`src/rtl/mmio_console_pkg.sv`:
```
// -----------------------------------------------------------------------------
// mmio_console_pkg
//   Shared definitions for the MMIO console responder.
//   - reg_off_e      : word offsets inside the 16-byte register window
//   - STAT_*         : bit positions inside the STATUS register
//   - pack_status()  : assembles the STATUS read word
// -----------------------------------------------------------------------------
package mmio_console_pkg;

    // Word offsets, taken from adr[3:2].
    typedef enum logic [1:0] {
        OFF_EXIT   = 2'd0,
        OFF_TX     = 2'd1,
        OFF_STATUS = 2'd2,
        OFF_CYCLE  = 2'd3
    } reg_off_e;

    // STATUS register layout.
    localparam int STAT_EMPTY     = 0;
    localparam int STAT_FULL      = 1;
    localparam int STAT_OVERFLOW  = 2;
    localparam int STAT_COUNT_LSB = 8;
    localparam int STAT_COUNT_W   = 8;

    function automatic logic [31:0] pack_status(
        input logic       empty,
        input logic       full,
        input logic       overflow,
        input logic [7:0] count
    );
        logic [31:0] word;
        word                                      = '0;
        word[STAT_EMPTY]                          = empty;
        word[STAT_FULL]                           = full;
        word[STAT_OVERFLOW]                       = overflow;
        word[STAT_COUNT_LSB +: STAT_COUNT_W]      = count;
        return word;
    endfunction

endpackage

```
`src/rtl/mmio_console_if.sv`:
```
// -----------------------------------------------------------------------------
// mmio_console_if
//   CPU data-memory request bus as seen by memory-mapped responders.
//   Request (master -> slave): r_v, w_v, adr, data, strobe
//   Response (slave -> master): resp, ack
//   modport master : the CPU / bus driver
//   modport slave  : a responder such as mmio_console
// -----------------------------------------------------------------------------
interface mmio_console_if #(
    parameter int xlen = 32
);
    logic              r_v;
    logic              w_v;
    logic [xlen-1:0]   adr;
    logic [xlen-1:0]   data;
    logic [xlen/8-1:0] strobe;
    logic [xlen-1:0]   resp;
    logic              ack;

    modport master (
        output r_v, w_v, adr, data, strobe,
        input  resp, ack
    );

    modport slave (
        input  r_v, w_v, adr, data, strobe,
        output resp, ack
    );
endinterface

```
`src/rtl/fifo_sync.sv`:
```
// -----------------------------------------------------------------------------
// fifo_sync
//   Single-clock FIFO, reusable. Pointers carry one extra MSB so that full and
//   empty are distinguished without a separate counter.
//   clk, rst  : clock, asynchronous active-high reset
//   push      : write wr_data (ignored when full unless a pop happens too)
//   pop       : drop the head entry (ignored when empty)
//   rd_data   : head entry, forced to 0 while empty
//   full/empty/count : occupancy
// -----------------------------------------------------------------------------
module fifo_sync #(
    parameter int WIDTH = 8,
    parameter int DEPTH = 8
) (
    input  logic                   clk,
    input  logic                   rst,
    input  logic                   push,
    input  logic [WIDTH-1:0]       wr_data,
    input  logic                   pop,
    output logic [WIDTH-1:0]       rd_data,
    output logic                   full,
    output logic                   empty,
    output logic [$clog2(DEPTH):0] count
);
    localparam int AW = $clog2(DEPTH);

    logic [WIDTH-1:0] mem [DEPTH];
    logic [AW:0]      wr_ptr;
    logic [AW:0]      rd_ptr;
    logic             do_push;
    logic             do_pop;

    assign empty   = (wr_ptr == rd_ptr);
    assign full    = (wr_ptr[AW] != rd_ptr[AW]) && (wr_ptr[AW-1:0] == rd_ptr[AW-1:0]);
    assign count   = wr_ptr - rd_ptr;

    // A push into a full FIFO is still accepted when the head leaves in the
    // same cycle, so a streaming producer never loses a byte.
    assign do_pop  = pop && !empty;
    assign do_push = push && (!full || do_pop);

    // NOTE: sequential state uses non-blocking assignments so every flop
    // samples the pre-edge values of its neighbours.
    always_ff @(posedge clk or posedge rst) begin
        if (rst) begin
            wr_ptr <= '0;
            rd_ptr <= '0;
        end else begin
            if (do_push) wr_ptr <= wr_ptr + (AW+1)'(1);
            if (do_pop)  rd_ptr <= rd_ptr + (AW+1)'(1);
        end
    end

    // NOTE: the storage array has no reset; clearing the pointers discards its
    // contents, and rd_data is masked while empty so stale entries never show.
    always_ff @(posedge clk) begin
        if (do_push) mem[wr_ptr[AW-1:0]] <= wr_data;
    end

    assign rd_data = empty ? '0 : mem[rd_ptr[AW-1:0]];

endmodule

```
`src/rtl/mmio_console.sv`:
```
// -----------------------------------------------------------------------------
// mmio_console
//   Memory-mapped console beside the data memory. 16-byte window at
//   BASE_ADDRESSE; requests outside the window are ignored.
//     +0x0 EXIT     : byte-merged write sets exit_v; read returns exit_code
//     +0x4 TX_DATA  : write with strobe[0] pushes data[7:0]; reads 0
//     +0x8 STATUS   : {count[15:8], overflow[2], full[1], empty[0]}; write clears overflow
//     +0xC CYCLE    : free-running counter; any write zeroes it
//   Ports:
//     clk, rst            : clock, asynchronous active-high reset
//     bus (slave)         : request/response bus, ack one cycle after request
//     tx_data/tx_valid    : head of the TX FIFO, popped when tx_ready is high
//     tx_ready            : sink accepts the head byte
//     exit_v / exit_code  : sticky exit flag and last EXIT value
// -----------------------------------------------------------------------------
module mmio_console
    import mmio_console_pkg::*;
#(
    parameter int              xlen          = 32,
    parameter logic [xlen-1:0] BASE_ADDRESSE = 'h100,
    parameter int              FIFO_DEPTH    = 8
) (
    input  logic            clk,
    input  logic            rst,
    mmio_console_if.slave   bus,
    output logic [7:0]      tx_data,
    output logic            tx_valid,
    input  logic            tx_ready,
    output logic            exit_v,
    output logic [xlen-1:0] exit_code
);
    localparam int CNT_W = $clog2(FIFO_DEPTH) + 1;

    // ---------------- decode ----------------
    reg_off_e offset;
    logic     sel;
    logic     wr_en;
    logic     rd_en;
    logic     unused_adr_bits;

    assign offset          = reg_off_e'(bus.adr[3:2]);
    assign sel             = (bus.r_v || bus.w_v)
                             && (bus.adr[xlen-1:4] == BASE_ADDRESSE[xlen-1:4]);
    // A simultaneous read and write is a write; its response data is 0.
    assign wr_en           = sel && bus.w_v;
    assign rd_en           = sel && !bus.w_v;
    assign unused_adr_bits = ^bus.adr[1:0];

    // ---------------- TX FIFO ----------------
    logic             tx_push;
    logic             tx_pop;
    logic             fifo_full;
    logic             fifo_empty;
    logic [CNT_W-1:0] fifo_count;
    logic             overflow;

    assign tx_push  = wr_en && (offset == OFF_TX) && bus.strobe[0];
    assign tx_valid = !fifo_empty;
    assign tx_pop   = tx_valid && tx_ready;

    fifo_sync #(
        .WIDTH (8),
        .DEPTH (FIFO_DEPTH)
    ) u_tx_fifo (
        .clk     (clk),
        .rst     (rst),
        .push    (tx_push),
        .wr_data (bus.data[7:0]),
        .pop     (tx_pop),
        .rd_data (tx_data),
        .full    (fifo_full),
        .empty   (fifo_empty),
        .count   (fifo_count)
    );

    // Overflow only when the byte is really lost: full with no pop to make room.
    always_ff @(posedge clk or posedge rst) begin
        if (rst) begin
            overflow <= 1'b0;
        end else if (wr_en && (offset == OFF_STATUS)) begin
            overflow <= 1'b0;
        end else if (tx_push && fifo_full && !tx_pop) begin
            overflow <= 1'b1;
        end
    end

    // ---------------- EXIT register ----------------
    always_ff @(posedge clk or posedge rst) begin
        if (rst) begin
            exit_v    <= 1'b0;
            exit_code <= '0;
        end else if (wr_en && (offset == OFF_EXIT)) begin
            exit_v <= 1'b1;
            for (int i = 0; i < xlen/8; i++) begin
                if (bus.strobe[i]) exit_code[8*i +: 8] <= bus.data[8*i +: 8];
            end
        end
    end

    // ---------------- cycle counter ----------------
    logic [31:0] cycle_q;
    wire  [31:0] cycle_inc = cycle_q + 32'd1;

    always_ff @(posedge clk or posedge rst) begin
        if (rst) begin
            cycle_q <= '0;
        end else if (wr_en && (offset == OFF_CYCLE)) begin
            cycle_q <= '0;
        end else begin
            cycle_q <= cycle_inc;
        end
    end

    // ---------------- read mux and response ----------------
    logic [xlen-1:0] rd_data;

    // NOTE: every output of a combinational block is given a default first;
    // a path that leaves one unassigned would infer a latch.
    always_comb begin
        rd_data = '0;
        unique case (offset)
            OFF_EXIT:   rd_data = exit_code;
            OFF_TX:     rd_data = '0;
            OFF_STATUS: rd_data = xlen'(pack_status(fifo_empty, fifo_full, overflow,
                                                    8'(fifo_count)));
            OFF_CYCLE:  rd_data = xlen'(cycle_q);
            default:    rd_data = '0;
        endcase
    end

    // Read data is captured at the request edge, so it reflects the state
    // before any same-edge push, pop or counter increment.
    always_ff @(posedge clk or posedge rst) begin
        if (rst) begin
            bus.ack  <= 1'b0;
            bus.resp <= '0;
        end else begin
            bus.ack  <= sel;
            bus.resp <= rd_en ? rd_data : '0;
        end
    end

endmodule

```
`src/flat_wrapper.sv`:
```
// flat-port wrapper written by rule: the top's interface ports become plain ports
module mmio_console_flat import mmio_console_pkg::*;
#(
    parameter int              xlen          = 32,
    parameter logic [xlen-1:0] BASE_ADDRESSE = 'h100,
    parameter int              FIFO_DEPTH    = 8
)
  (clk, rst, tx_data, tx_valid, tx_ready, exit_v, exit_code, bus_r_v, bus_w_v, bus_adr, bus_data, bus_strobe, bus_resp, bus_ack);
  mmio_console_if #(.xlen(xlen)) bus_i ();
  input  logic clk;
  input  logic rst;
  output logic [7:0] tx_data;
  output logic tx_valid;
  input  logic tx_ready;
  output logic exit_v;
  output logic [xlen-1:0] exit_code;
  input wire logic [$bits(bus_i.r_v)-1:0] bus_r_v;
  input wire logic [$bits(bus_i.w_v)-1:0] bus_w_v;
  input wire logic [$bits(bus_i.adr)-1:0] bus_adr;
  input wire logic [$bits(bus_i.data)-1:0] bus_data;
  input wire logic [$bits(bus_i.strobe)-1:0] bus_strobe;
  output wire logic [$bits(bus_i.resp)-1:0] bus_resp;
  output wire logic [$bits(bus_i.ack)-1:0] bus_ack;
  assign bus_i.r_v = bus_r_v;
  assign bus_i.w_v = bus_w_v;
  assign bus_i.adr = bus_adr;
  assign bus_i.data = bus_data;
  assign bus_i.strobe = bus_strobe;
  assign bus_resp = bus_i.resp;
  assign bus_ack = bus_i.ack;
  mmio_console #(.xlen(xlen), .BASE_ADDRESSE(BASE_ADDRESSE), .FIFO_DEPTH(FIFO_DEPTH)) u_core (.clk(clk), .rst(rst), .bus(bus_i), .tx_data(tx_data), .tx_valid(tx_valid), .tx_ready(tx_ready), .exit_v(exit_v), .exit_code(exit_code));
endmodule
```
`config.mk`:
```
export PLATFORM = sky130hd
export DESIGN_NAME = mmio_console_flat
export DESIGN_NICKNAME = d
export VERILOG_FILES = /design/src/rtl/mmio_console_pkg.sv /design/src/rtl/mmio_console_if.sv /design/src/rtl/fifo_sync.sv /design/src/rtl/mmio_console.sv /design/src/flat_wrapper.sv
export SDC_FILE = /design/constraint.sdc
export NUM_CORES = 1
export LEC_CHECK = 0
export BUFFER_PORTS_ARGS = -buffer_cell sky130_fd_sc_hd__buf_4
export CORE_ASPECT_RATIO = 0.6
export CORE_MARGIN = 2
export CORE_UTILIZATION = 50
export DETAILED_ROUTE_END_ITERATION = 12
export GPL_ROUTABILITY_DRIVEN = 0
export PLACE_DENSITY = 0.73
export SYNTH_ARGS = -nofsm -noshare
export SYNTH_HDL_FRONTEND = slang
export SYNTH_HIERARCHICAL = 1
export SYNTH_SLANG_ARGS = --single-unit
export TNS_END_PERCENT = 50
```
`constraint.sdc`:
```
create_clock -name clk -period 11 [get_ports clk]
set_input_delay 3.3 -clock clk [delete_from_list [all_inputs] [get_ports clk]]
set_output_delay 3.3 -clock clk [all_outputs]
set_load 0.05 [all_outputs]
```
* Word-level counts from Yosys, hierarchy flattened
Memory sizes are Yosys's and may differ from the RTL's.
Cells that the tools add are included.
** Storage, ports and cells
- RAM bits :: 64
- Output and inout bits :: 75
- Input port bits :: 73
- Memories :: 1
- Bits in registers :: 107
** Memory list
- u_core.u_tx_fifo.mem :: depth 8, width 8, read ports 1, clocked after Yosys merged registers in 0, write ports 1, line fifo_sync.sv:27 : logic [WIDTH-1:0] mem [DEPTH];
** Cells by class
- Add/sub/neg operators :: 4
- Reduce and logical (&&, ||, !) cells :: 26
- Equality and inequality tests :: 7
- Multiplexer cells :: 8
** Operators by type and width (count)
- 32-bit case mux with 4 select lines :: 1
- 32-bit two-way mux :: 2
- 32-bit by 1-bit adder with 32-bit output, second input constant :: 1
- 28-bit by 5-bit == test with 1-bit output, second input constant :: 1
- 1-bit logical AND :: 14
- 4-bit by 1-bit adder with 4-bit output, second input constant :: 2
- 8-bit two-way mux :: 1
- 2-bit AND reduction :: 4
- 2-bit == test, second input constant :: 2
- 4-bit == test :: 1
- 1-bit zero test :: 4
- 1-bit two-way mux :: 4
- 4-bit subtractor :: 1
- 3-bit == test :: 1
- 2-bit by 1-bit == test with 1-bit output, second input constant :: 1
- 2-bit zero test :: 1
- 1-bit logical OR :: 2
- 2-bit nonzero test :: 1
- 1-bit inequality test :: 1

* Longest topological paths before layout
Gate-level depths: netlist (run 1).
- Word-level depth :: 9
- Mapped depth :: 13
- Depth with buffers taken out :: 9

* Hierarchy
Netlist (run 1), hierarchy kept.
** Modules (own cells, without submodules)
- mmio_console :: instances 1, sequential area each 2477.4 um2, area each 4459.3 um2, cells each 391
- fifo_sync :: instances 1, sequential area each 2122.0 um2, area each 3044.2 um2, cells each 191

* Worst setup path before layout (run 1)
OpenSTA, ideal clock, no wires.
- Path kind :: register -> output
- From :: register u_core.u_tx_fifo.rd_ptr[1]
- To :: output port tx_data[0]
- Required time :: 7700 ps
- Stages on the path, launching flop included :: 11
- Arrival :: 2964 ps
- Path buffers :: 4
- Path slack :: 4736 ps
- Cells stage by stage :: dfrtp_1 -> buf_4 -> buf_6 -> buf_4 -> inv_1 -> ha_1 -> nand3_1 -> nand2b_1 -> buf_2 -> nand2_1 -> a221oi_1
** Between the ends
- Cells in the longest elaborated chain, start to end :: 2
- Elaborated cells between the ends (all ways) :: 3
- Those cells by class :: eq/ne: 1; mux: 1; memory: 1
** RTL lines
- start, declared :: line fifo_sync.sv:29 : logic [AW:0] rd_ptr;
- start signal, assigned :: line fifo_sync.sv:50 : if (do_pop) rd_ptr <= rd_ptr + (AW+1)'(1);
- memory 8 x 8 bit / 4-bit == test (equally long branches)
- 8-bit two-way mux (*) :: line fifo_sync.sv:60 : assign rd_data = empty ? '0 : mem[rd_ptr[AW-1:0]];
- end, declared :: line flat_wrapper.sv:12 : output logic [7:0] tx_data;
Every way passes the cells marked *; elsewhere a longest branch is shown, timed or not.

* Worst setup path in the final report (run 1)
- From :: input port bus_adr[27]
- To :: memory u_core.u_tx_fifo.mem[2][0], enable pin
** Between the ends
- Cells in the longest elaborated chain, start to end :: 8
** RTL lines
- start, declared :: line flat_wrapper.sv:19 : input wire logic [$bits(bus_i.adr)-1:0] bus_adr;
- 28-bit by 5-bit == test with 1-bit output :: line mmio_console.sv:43 : && (bus.adr[xlen-1:4] == BASE_ADDRESSE[xlen-1:4]);
- 1-bit logical AND :: line mmio_console.sv:43
- 1-bit logical AND :: line mmio_console.sv:45 : assign wr_en = sel && bus.w_v;
- 1-bit logical AND (2 in series) :: line mmio_console.sv:57 : assign tx_push = wr_en && (offset == OFF_TX) && bus.strobe[0];
- net u_core.tx_push :: line mmio_console.sv:50 : logic tx_push;
- 1-bit logical AND :: line fifo_sync.sv:40 : assign do_push = push && (!full || do_pop);
- 1-bit two-way mux :: line fifo_sync.sv:57 : if (do_push) mem[wr_ptr[AW-1:0]] <= wr_data;
- 1-bit two-way mux (implied by the code) :: line fifo_sync.sv:57
- end, declared :: line fifo_sync.sv:27
The timed path passes the listed nets, and every way through them passes these cells.

==> flow_summary_export.csv, run 1 <==
group,metric,value,unit
grt,track_usage,0.236,
floorplanning,die_h,98.9,µm
power,p_leak,3.88,nW
floorplanning,core_area,0.0146,mm²
placement,dp_slack,4.47,ns
grt,grt_max_degree,79,
cts,cts_resized,0,
yosys,synthSimpleGateAreaFrac,0.134,
cts,clk-insertion-delay-late,0.42,ns
floorplanning,io_pins,148,
grt,first_global_vias,5352,
sta,hold_violations,0,
cts,cts_buffers,17,
sta,drv_slew,0,
yosys,syn_area_per_cell,12.9,µm²
yosys,ys_seq_elements,171,
drt,vias,5285,
sta,final-setup-viol-count,0,
yosys,synthAdderAreaFrac,0.0127,
yosys,yosys_warnings,6,
yosys,synth_xor_area_frac,0.0267,
cts,cts-root-buf,"clkbuf_16",
sta,rsz0062_at_grt,"no",
setup_path,crit_path_end_kind,"flop",
final_layout,drive_gt1_frac,0.333,
yosys,synth_nets,662,
cts,cts_sinks,171,
drt,first_iter_violations,531,
placement,io_buffers,145,
drt,postRouteAntennaNets,0,
drt,routed_via_density,5.65,
final_layout,final_util,0.642,
power,power_density,138,mW/mm²
yosys,syn_inst,582,
setup_path,cp_data_required_time,11.03,ns
worst_hold_path,hold_path_class,"reg -> reg",
cts,postCtsHoldBufs,0,
grt,grt.overflow.total,0,
cts,htreeDepth,4,
yosys,ys_seq_area_frac,0.613,
cts,cts_max_path_buffers,2,
sta,slew-limit-headroom,0.147,
yosys,synth_compound_area_frac,0.0839,
floorplanning,rows,34,
sta,fin_crit,6.14,ns
final_layout,final_common_cell,"buf_4",
flow_run,maxCapViolations,0,
setup_path,critPathSlowestCell,"nor4_2",
run_status,outcome,"finished, final reports clean",
final_layout,layout.nets,805,
power,irDropWorstVdd,0.105,mV
grt,grt_pass1_wl,29.0,mm
setup_path,arrival,6.17,ns
drt,wirelength,18.1,mm
placement,dp_hpwl,12.8,mm
final_layout,final_cell_mix,"buf_4, dfrtp_1, edfxtp_1, nor2_1, a22oi_1",
cts,cts_tree,"built",
yosys,netlist_area,0.00750,mm²
floorplanning,chipWidth,162,µm
setup_path,startpoint_type,"input pin",
cts,clkTransAtPathRegs,0.07,ns
drt,first_pass_iters,5,
final_layout,insertedDiodeCount,0,
cts,cts_setup_buffers,0,
yosys,async_flop_share,0.626,
sta,tightest_slew,1.28,ns
setup_path,crit_fanout,8,
sta,fin_crit_sh,0.559,
yosys,synth_cell_types,51,
final_layout,syn2layout_area_growth,24.8,%
sta,fin_ws,4.86,ns
grt,antenna_found_initial,0,
yosys,muxShareOfSynthArea,0.101,
drt,drc,0,
sta,skew,0.00998,ns
sta,fmax,163,MHz
yosys,synth_ff_type,"dfrtp_1",
yosys,synth_top_family_by_area,"simple AND/OR/NAND/NOR gates",
setup_path,slowest_delay,0.96,ns
drt,wl_per_cell,19.3,µm
setup_path,crit_chain,"buf_4 > nor4_1 > nand3_1 > or2_2 > nor2_1 > nand2_1 > nor4_2",
floorplanning,die-area,0.0160,mm²
sta,fin_setup_tns,0,ns
setup_path,setup.worst_path.class,"in -> reg",
floorplanning,initial_core_util,0.514,
yosys,synth_edf_count,64,
==> per-layer routing <==
metal | part of all wire | vias to the layer above | track usage
met5 | 0 | - | 0
met4 | 0.0038 | 0 | 0.0449
met3 | 0.073 | 7 | 0.0652
met2 | 0.43 | 218 | 0.334
met1 | 0.49 | 2605 | 0.365
li1 | - | 2455 | -
==> cells by family after synthesis <==
| group | count (synthesis) |
|---|---|
| compound gates | 90 |
| xor+xnor | 22 |
| fa+ha+maj | 7 |
| buf+inv | 49 |
| flops | 171 |
| mux | 71 |
| simple gates | 172 |
==> critical path, delay by kind of cell <==
| family | cells | cell delay [ns] |
|---|---|---|
| buffers and inverters | 1 | 0.11 |
| AND/OR/NAND/NOR | 6 | 2.75 |
==> layout make-up <==
cell class / count / area (µm²)
clock buffer: 18 / 429
clock inverter: 14 / 156
fill: 1112 / 5230
inverter: 20 / 77.6
multi-input combinational: 362 / 2710
sequential: 171 / 4600
tap: 198 / 248
timing repair buffer: 153 / 1150
==> stage by stage <==
stage	hold WS, ns	area (µm²)	total power [mW]	instances
6_report	0.522	9370	1.29	936
5_1_grt	0.546	9370	1.33	936
4_1_cts	0.523	9370	1.30	936
3_5_place_dp	0.492	8780	0.716	904
3_3_place_gp	0.467	8780	0.715	904
2_1_floorplan	0.452	7500	0.688	582
==> path summary, 6_finish.rpt <==
check	from	to	slack, ns	cells after the start
min in group asynchronous	rst	u_core/exit_v	2.83	2
max reg2reg	u_core/u_tx_fifo/wr_ptr[0]	u_core/u_tx_fifo/mem[2][0]	6.97	8
max in group asynchronous	rst	u_core/bus.resp[11]	6.88	3
min reg2reg	u_core/exit_v	u_core/exit_v	0.52	1
max	bus_adr[27]	u_core/u_tx_fifo/mem[2][0]	4.86	7
min	u_core/exit_v	u_core/exit_v	0.52	1
==> registers in the layout (all words and copies together), names as in the netlist <==
register	count
u_core/exit_v	1
u_core/bus.resp	32
u_core/u_tx_fifo/rd_ptr	4
u_core/u_tx_fifo/mem	64
u_core/bus.ack	1
u_core/cycle_q	32
u_core/overflow	1
u_core/exit_code	32
u_core/u_tx_fifo/wr_ptr	4
==> synthesized netlist by cell type, drive strengths merged (2+ instances only) <==
library cell	instances	area, µm²
nor2b	4	25.0
nand2	26	100
and2	2	12.5
mux2i	32	320
mux2	39	439
o41ai	2	17.5
nor3	9	45.0
o31ai	11	87.6
xnor2	19	174
a22oi	40	300
nand4	9	92.6
or3	8	55.1
nor2	57	214
a21oi	18	93.8
or4	15	116
edfxtp	64	1920
xor2	3	26.3
and3	2	12.5
dfrtp	107	2680
ha	6	75.1
and4	2	17.5
inv	20	75.1
a221oi	8	70.1
clkbuf	14	52.6
buf	15	88.8
nand3	18	95.1
o21ai	9	45.0
nor4	15	173
==> report_power, final <==
group | leakage (nW) | switching (mW) | internal (mW)
logic | 1.55 | 0.0227 | 0.0186
clock network | 0.281 | 0.268 | 0.323
registers | 2.05 | 0.000000793 | 0.661
total | 3.88 | 0.291 | 1.00
Note: power is estimated with default switching activity, not from simulation.
==> run 2: changes to the inputs <==
PLACE_DENSITY = 0.76   (was 0.73)
clock period = 5.65 ns   (was 11 ns; I/O delays follow)
==> flow_summary_export.csv, run 2 (synthesized netlist as in run 1, its figures left out) <==
group,metric,value,unit
drt,first_iter_violations,418,
drt,wirelength,17.7,mm
floorplanning,rows,34,
power,power_density,277,mW/mm²
sta,fin_crit,4.36,ns
sta,fmax,230,MHz
setup_path,slowest_delay,0.47,ns
worst_hold_path,min_path_cells,1,
drt,drc,0,
grt,grt_max_degree,76,
grt,first_global_vias,5520,
grt,grt_pass1_wl,28.5,mm
setup_path,arrival,2.66,ns
setup_path,critPathSlowestCell,"dfrtp_1",
cts,cts_sinks,171,
cts,clkTransAtPathRegs,0.07,ns
setup_path,crit_family,"simple AND/OR/NAND/NOR gates",
power,p_leak,3.93,nW
final_layout,drive_gt1_frac,0.332,
setup_path,startpoint_type,"flop",
final_layout,final_common_cell,"buf_4",
floorplanning,chipWidth,162,µm
final_layout,layout.nets,808,
cts,cts_resized,0,
power,irDropWorstVdd,0.128,mV
cts,htreeDepth,4,
drt,postRouteAntennaNets,0,
sta,fin_setup_tns,0,ns
sta,slew-limit-headroom,0.197,
final_layout,largest_reg_flops,64,
power,finalPower,2.61,mW
floorplanning,die_h,98.9,µm
sta,drv_slew,0,
setup_path,setup.worst_path.class,"reg -> out",
cts,cts-root-buf,"clkbuf_16",
cts,cts_max_path_buffers,2,
grt,grt.overflow.total,0,
final_layout,stdcell_count,939,
setup_path,crit_path_end_kind,"output port",
grt,antenna_found_initial,0,
sta,tightest_slew,1.21,ns
drt,first_pass_iters,5,
final_layout,final_cell_mix,"buf_4, dfrtp_1, edfxtp_1, nor2_1, a22oi_1",
final_layout,fill_cells,1064,
cts,cts_setup_buffers,0,
placement,io_buffers,145,
setup_path,crit_fanout,12,
cts,clk-insertion-delay-late,0.42,ns
final_layout,syn2layout_area_growth,25.7,%
sta,final-setup-viol-count,0,
drt,vias,5366,
final_layout,insertedDiodeCount,0,
drt,wl_per_cell,18.8,µm
setup_path,crit_chain,"inv_1 > ha_1 > nand3_1 > nand2b_1 > nand2_1 > a221oi_1 > buf_4",
floorplanning,die-area,0.0160,mm²
floorplanning,core_area,0.0146,mm²
final_layout,final_util,0.646,
cts,cts_buffers,17,
floorplanning,initial_core_util,0.514,
setup_path,cp.depth,7,
worst_hold_path,hold_path_class,"reg -> reg",
sta,fin_crit_sh,0.771,
drt,routed_via_density,5.71,
setup_path,cp_num_buf_inv,2,
setup_path,r2r_cells,8,
sta,hold_violations,0,
setup_path,cp_data_required_time,3.95,ns
cts,cts_tree,"built",
floorplanning,io_pins,148,
placement,placed_cells,907,
sta,skew,0.0118,ns
sta,rsz0062_at_grt,"no",
flow_run,maxCapViolations,0,
cts,postCtsHoldBufs,0,
run_status,outcome,"finished, final reports clean",
grt,track_usage,0.231,
placement,dp_hpwl,12.6,mm
run 2: cell count changes in the layout (fill, tap and decap cells not counted):
cell / delta
nor4_1: +2
inv_6: -1
clkinv_1: +1
inv_8: -3
clkinvlp_4: -2
bufinv_16: +3
clkinv_4: +2
buf_4: +3
nor4_2: -2
run 2: final cells by class:
class | instances | area, µm² | share of cell area
clock buffers | 18 | 429 | 0.0455
clock inverters | 14 | 210 | 0.0223
repair buffers | 156 | 1170 | 0.124
well taps | 198 | 248 | 0.0263
flip-flops and latches | 171 | 4600 | 0.488
multi-input cells | 362 | 2700 | 0.286
inverters | 20 | 77.6 | 0.00823
run 2: layer usage:
layer	up-vias	global-route usage	wire length (µm)
li1	2464	-	-
met1	2676	0.341	8550
met2	209	0.341	7700
met3	17	0.0606	1250
met4	0	0.0647	190
met5	-	0	0
run 2: per-stage QoR:
step / instance area (µm²) / setup slack [ns] / hold WS, ns
finish: 9430 / 1.29 / 0.502
detailed placement: 8790 / 1.04 / 0.498
CTS: 9430 / 1.31 / 0.513
floorplan: 7500 / 0.991 / 0.452
global route: 9430 / 1.10 / 0.541
global placement: 8790 / 1.11 / 0.488
run 2: final timing paths:
| kind | from | to | slack (ns) |
|---|---|---|---|
| worst max-delay path | u_core/u_tx_fifo/wr_ptr[0] | tx_data[7] | 1.29 |
| worst min-delay path | u_core/exit_v | u_core/exit_v | 0.50 |
| worst max register to register | u_core/u_tx_fifo/wr_ptr[0] | u_core/u_tx_fifo/mem[7][1] | 2.10 |
| worst min register to register | u_core/exit_v | u_core/exit_v | 0.50 |
| max in group asynchronous | rst | u_core/cycle_q[13] | 3.26 |
| min in group asynchronous | rst | u_core/u_tx_fifo/wr_ptr[0] | 1.27 |
run 2: worst register-to-register path: cells and delay by family (launching register included):
| family | cells | cell delay, ns |
|---|---|---|
| buffers and inverters | 2 | 0.25 |
| AO/OA/AOI/OAI | 1 | 0.21 |
| flip-flops | 1 | 0.47 |
| AND/OR/NAND/NOR | 4 | 1.92 |
| adder cells (fa/ha/maj) | 1 | 0.34 |
run 2: where the power goes:
part	total, mW	switching, mW	internal, mW
clock	1.24	0.489	0.751
combinational	0.0810	0.0448	0.0362
sequential	1.29	0.00000157	1.29
total	2.61	0.534	2.07
==> run 3: changes to the inputs <==
ABC_AREA = 1   (was unset)
PLACE_DENSITY = 0.75   (was 0.76)
clock period = 3.8 ns   (was 5.65 ns; I/O delays follow)
==> flow_summary_export.csv, run 3 <==
group,metric,value,unit
floorplanning,chipWidth,170,µm
setup_path,crit_fanout,17,
grt,track_usage,0.256,
cts,postCtsHoldBufs,0,
sta,skew,0.00905,ns
yosys,synth.largest_area_cell,"dfrtp_1",
drt,postRouteAntennaNets,0,
sta,slew-limit-headroom,0.526,
yosys,yosysMostFrequentCell,"nand2_1",
sta,fin_setup_tns,0,ns
cts,cts_resized,0,
floorplanning,core_area,0.0163,mm²
sta,fmax,297,MHz
yosys,synth_nets,1084,
final_layout,largest_reg_flops,64,
cts,cts-root-buf,"clkbuf_16",
yosys,synthTopCellsByCount,"nand2_1, inv_1, nand3_1",
drt,routed_via_density,5.15,
final_layout,final_common_cell,"nand2_1",
sta,fin_crit,3.37,ns
power,internal_power,2.96,mW
sta,tightest_slew,0.710,ns
cts,clk-insertion-delay-late,0.43,ns
drt,first_iter_violations,813,
yosys,synth_edf_count,64,
run_status,outcome,"finished, final reports clean",
power,comb_power_share,0.036,
yosys,netlist_area,0.00831,mm²
yosys,synth_top_area_share,0.322,
yosys,synth_ff_type,"dfrtp_1",
sta,hold_violations,0,
yosys,ys_seq_elements,171,
sta,drv_slew,0,
setup_path,arrival,2.23,ns
yosys,ys_seq_area_frac,0.554,
grt,grt_pass1_wl,35.0,mm
floorplanning,die_h,104,µm
floorplanning,rows,36,
drt,wirelength,21.7,mm
drt,vias,7173,
grt,grt.overflow.total,0,
power,p_leak,5.17,nW
setup_path,startpoint_type,"flop",
sta,rsz0062_at_grt,"no",
power,pwr-share-clk,0.461,
placement,io_buffers,145,
sta,holdWs,0.472,ns
grt,first_global_vias,6779,
setup_path,rrSetupSlack,1.21,ns
cts,htreeDepth,4,
yosys,syn_inst,1004,
grt,grt_max_degree,56,
grt,antenna_found_initial,0,
setup_path,cp_data_required_time,2.66,ns
flow_run,maxCapViolations,0,
cts,cts_setup_buffers,0,
cts,cts_max_path_buffers,2,
yosys,yosys_warnings,6,
final_layout,syn2layout_area_growth,23.3,%
final_layout,drive_gt1_frac,0.185,
setup_path,crit_path_end_kind,"output port",
power,p_seq_frac,0.503,
yosys,syn_area_per_cell,8.28,µm²
yosys,synth_cell_types,38,
sta,final-setup-viol-count,0,
final_layout,final_cell_mix,"nand2_1, buf_4, inv_1, nand3_1, dfrtp_1",
power,irDropWorstVdd,0.215,mV
placement,dp_hpwl,15.8,mm
drt,wl_per_cell,15.6,µm
drt,first_pass_iters,5,
worst_hold_path,hold_path_class,"reg -> reg",
yosys,async_flop_share,0.626,
final_layout,final_util,0.630,
floorplanning,io_pins,148,
final_layout,insertedDiodeCount,0,
sta,fin_crit_sh,0.886,
power,swShare,0.222,
cts,cts_buffers,17,
cts,clkTransAtPathRegs,0.07,ns
cts,cts_tree,"built",
yosys,ys_top_cells_by_area,"dfrtp_1, edfxtp_1, nand2_1",
floorplanning,initial_core_util,0.511,
cts,cts_sinks,171,
drt,drc,0,
setup_path,setup.worst_path.class,"reg -> out",
final_layout,layout.nets,1232,
power,power_density,372,mW/mm²
floorplanning,die-area,0.0177,mm²
power,switchingPower,844,µW
run 3: cell types whose count changed after synthesis, sizes merged, moves of 14 or more:
| cell | previous run | this run |
|---|---|---|
| inv | 20 | 148 |
| mux2i | 32 | 0 |
| nor2 | 57 | 108 |
| or4 | 15 | 0 |
| nand3 | 18 | 112 |
| nor4 | 15 | 1 |
| a22oi | 40 | 0 |
| xnor2 | 19 | 2 |
| mux2 | 39 | 0 |
| nand2 | 26 | 327 |
run 3: worst paths after layout:
kind	to	cells after the start	startpoint
hold / removal	u_core/exit_v	1	u_core/exit_v
setup reg to reg	u_core/u_tx_fifo/mem[2][5]	10	u_core/u_tx_fifo/rd_ptr[1]
min in group asynchronous	u_core/u_tx_fifo/rd_ptr[3]	2	rst
hold reg to reg	u_core/exit_v	1	u_core/exit_v
max in group asynchronous	u_core/exit_code[18]	3	rst
setup / recovery	tx_data[7]	8	u_core/u_tx_fifo/rd_ptr[1]
run 3: area by class of cell:
type / instances / area [µm²]
multi-input cells: 651 / 2950
clock inverters: 11 / 97.6
clock buffers: 21 / 514
flip-flops and latches: 171 / 4600
well taps: 228 / 285
fillers: 1364 / 6020
inverters: 149 / 567
repair buffers: 162 / 1230
run 3: through the flow:
| stage | worst slack (ns) | instances | power (mW) | area, µm² |
|---|---|---|---|---|
| 3_3_place_gp | 0.723 | 1361 | 2.09 | 9630 |
| 4_1_cts | 0.421 | 1393 | 3.83 | 10200 |
| 5_1_grt | 0.327 | 1393 | 3.92 | 10200 |
| 2_1_floorplan | 0.0696 | 1004 | 2.00 | 8310 |
| 6_report | 0.435 | 1393 | 3.81 | 10200 |
| 3_5_place_dp | 0.662 | 1361 | 2.09 | 9630 |
run 3: power by group through the flow:
stage                     sequential [mW]  clock (mW)  combinational, mW
after floorplan                      1.95           0             0.0480
after global placement               1.95           0              0.137
after detailed placement             1.95           0              0.139
after CTS                            1.91        1.77              0.140
after global routing                 1.91        1.86              0.155
final                                1.91        1.75              0.138
run 3: layer usage:
| layer | GRT usage | routed length [µm] |
|---|---|---|
| met5 | 0 | 0 |
| met4 | 0.0592 | 184 |
| met3 | 0.0643 | 2150 |
| met2 | 0.348 | 8660 |
| met1 | 0.407 | 10700 |
run 3: cell families after synthesis:
logic type,Yosys count,share of synthesized area
xor+xnor,11,0.0116
simple gates,585,0.301
fa+ha+maj,7,0.0114
buf+inv,182,0.0914
flops,171,0.554
compound gates,48,0.0315
run 3: worst max-delay path, stage by stage, from the launching register on:
cell	delay, ns
dfrtp_1	0.39
inv_2	0.31
ha_1	0.33
nand3_2	0.13
nor2_4	0.08
inv_4	0.15
nand2_1	0.09
nor2_1	0.10
buf_4	0.21
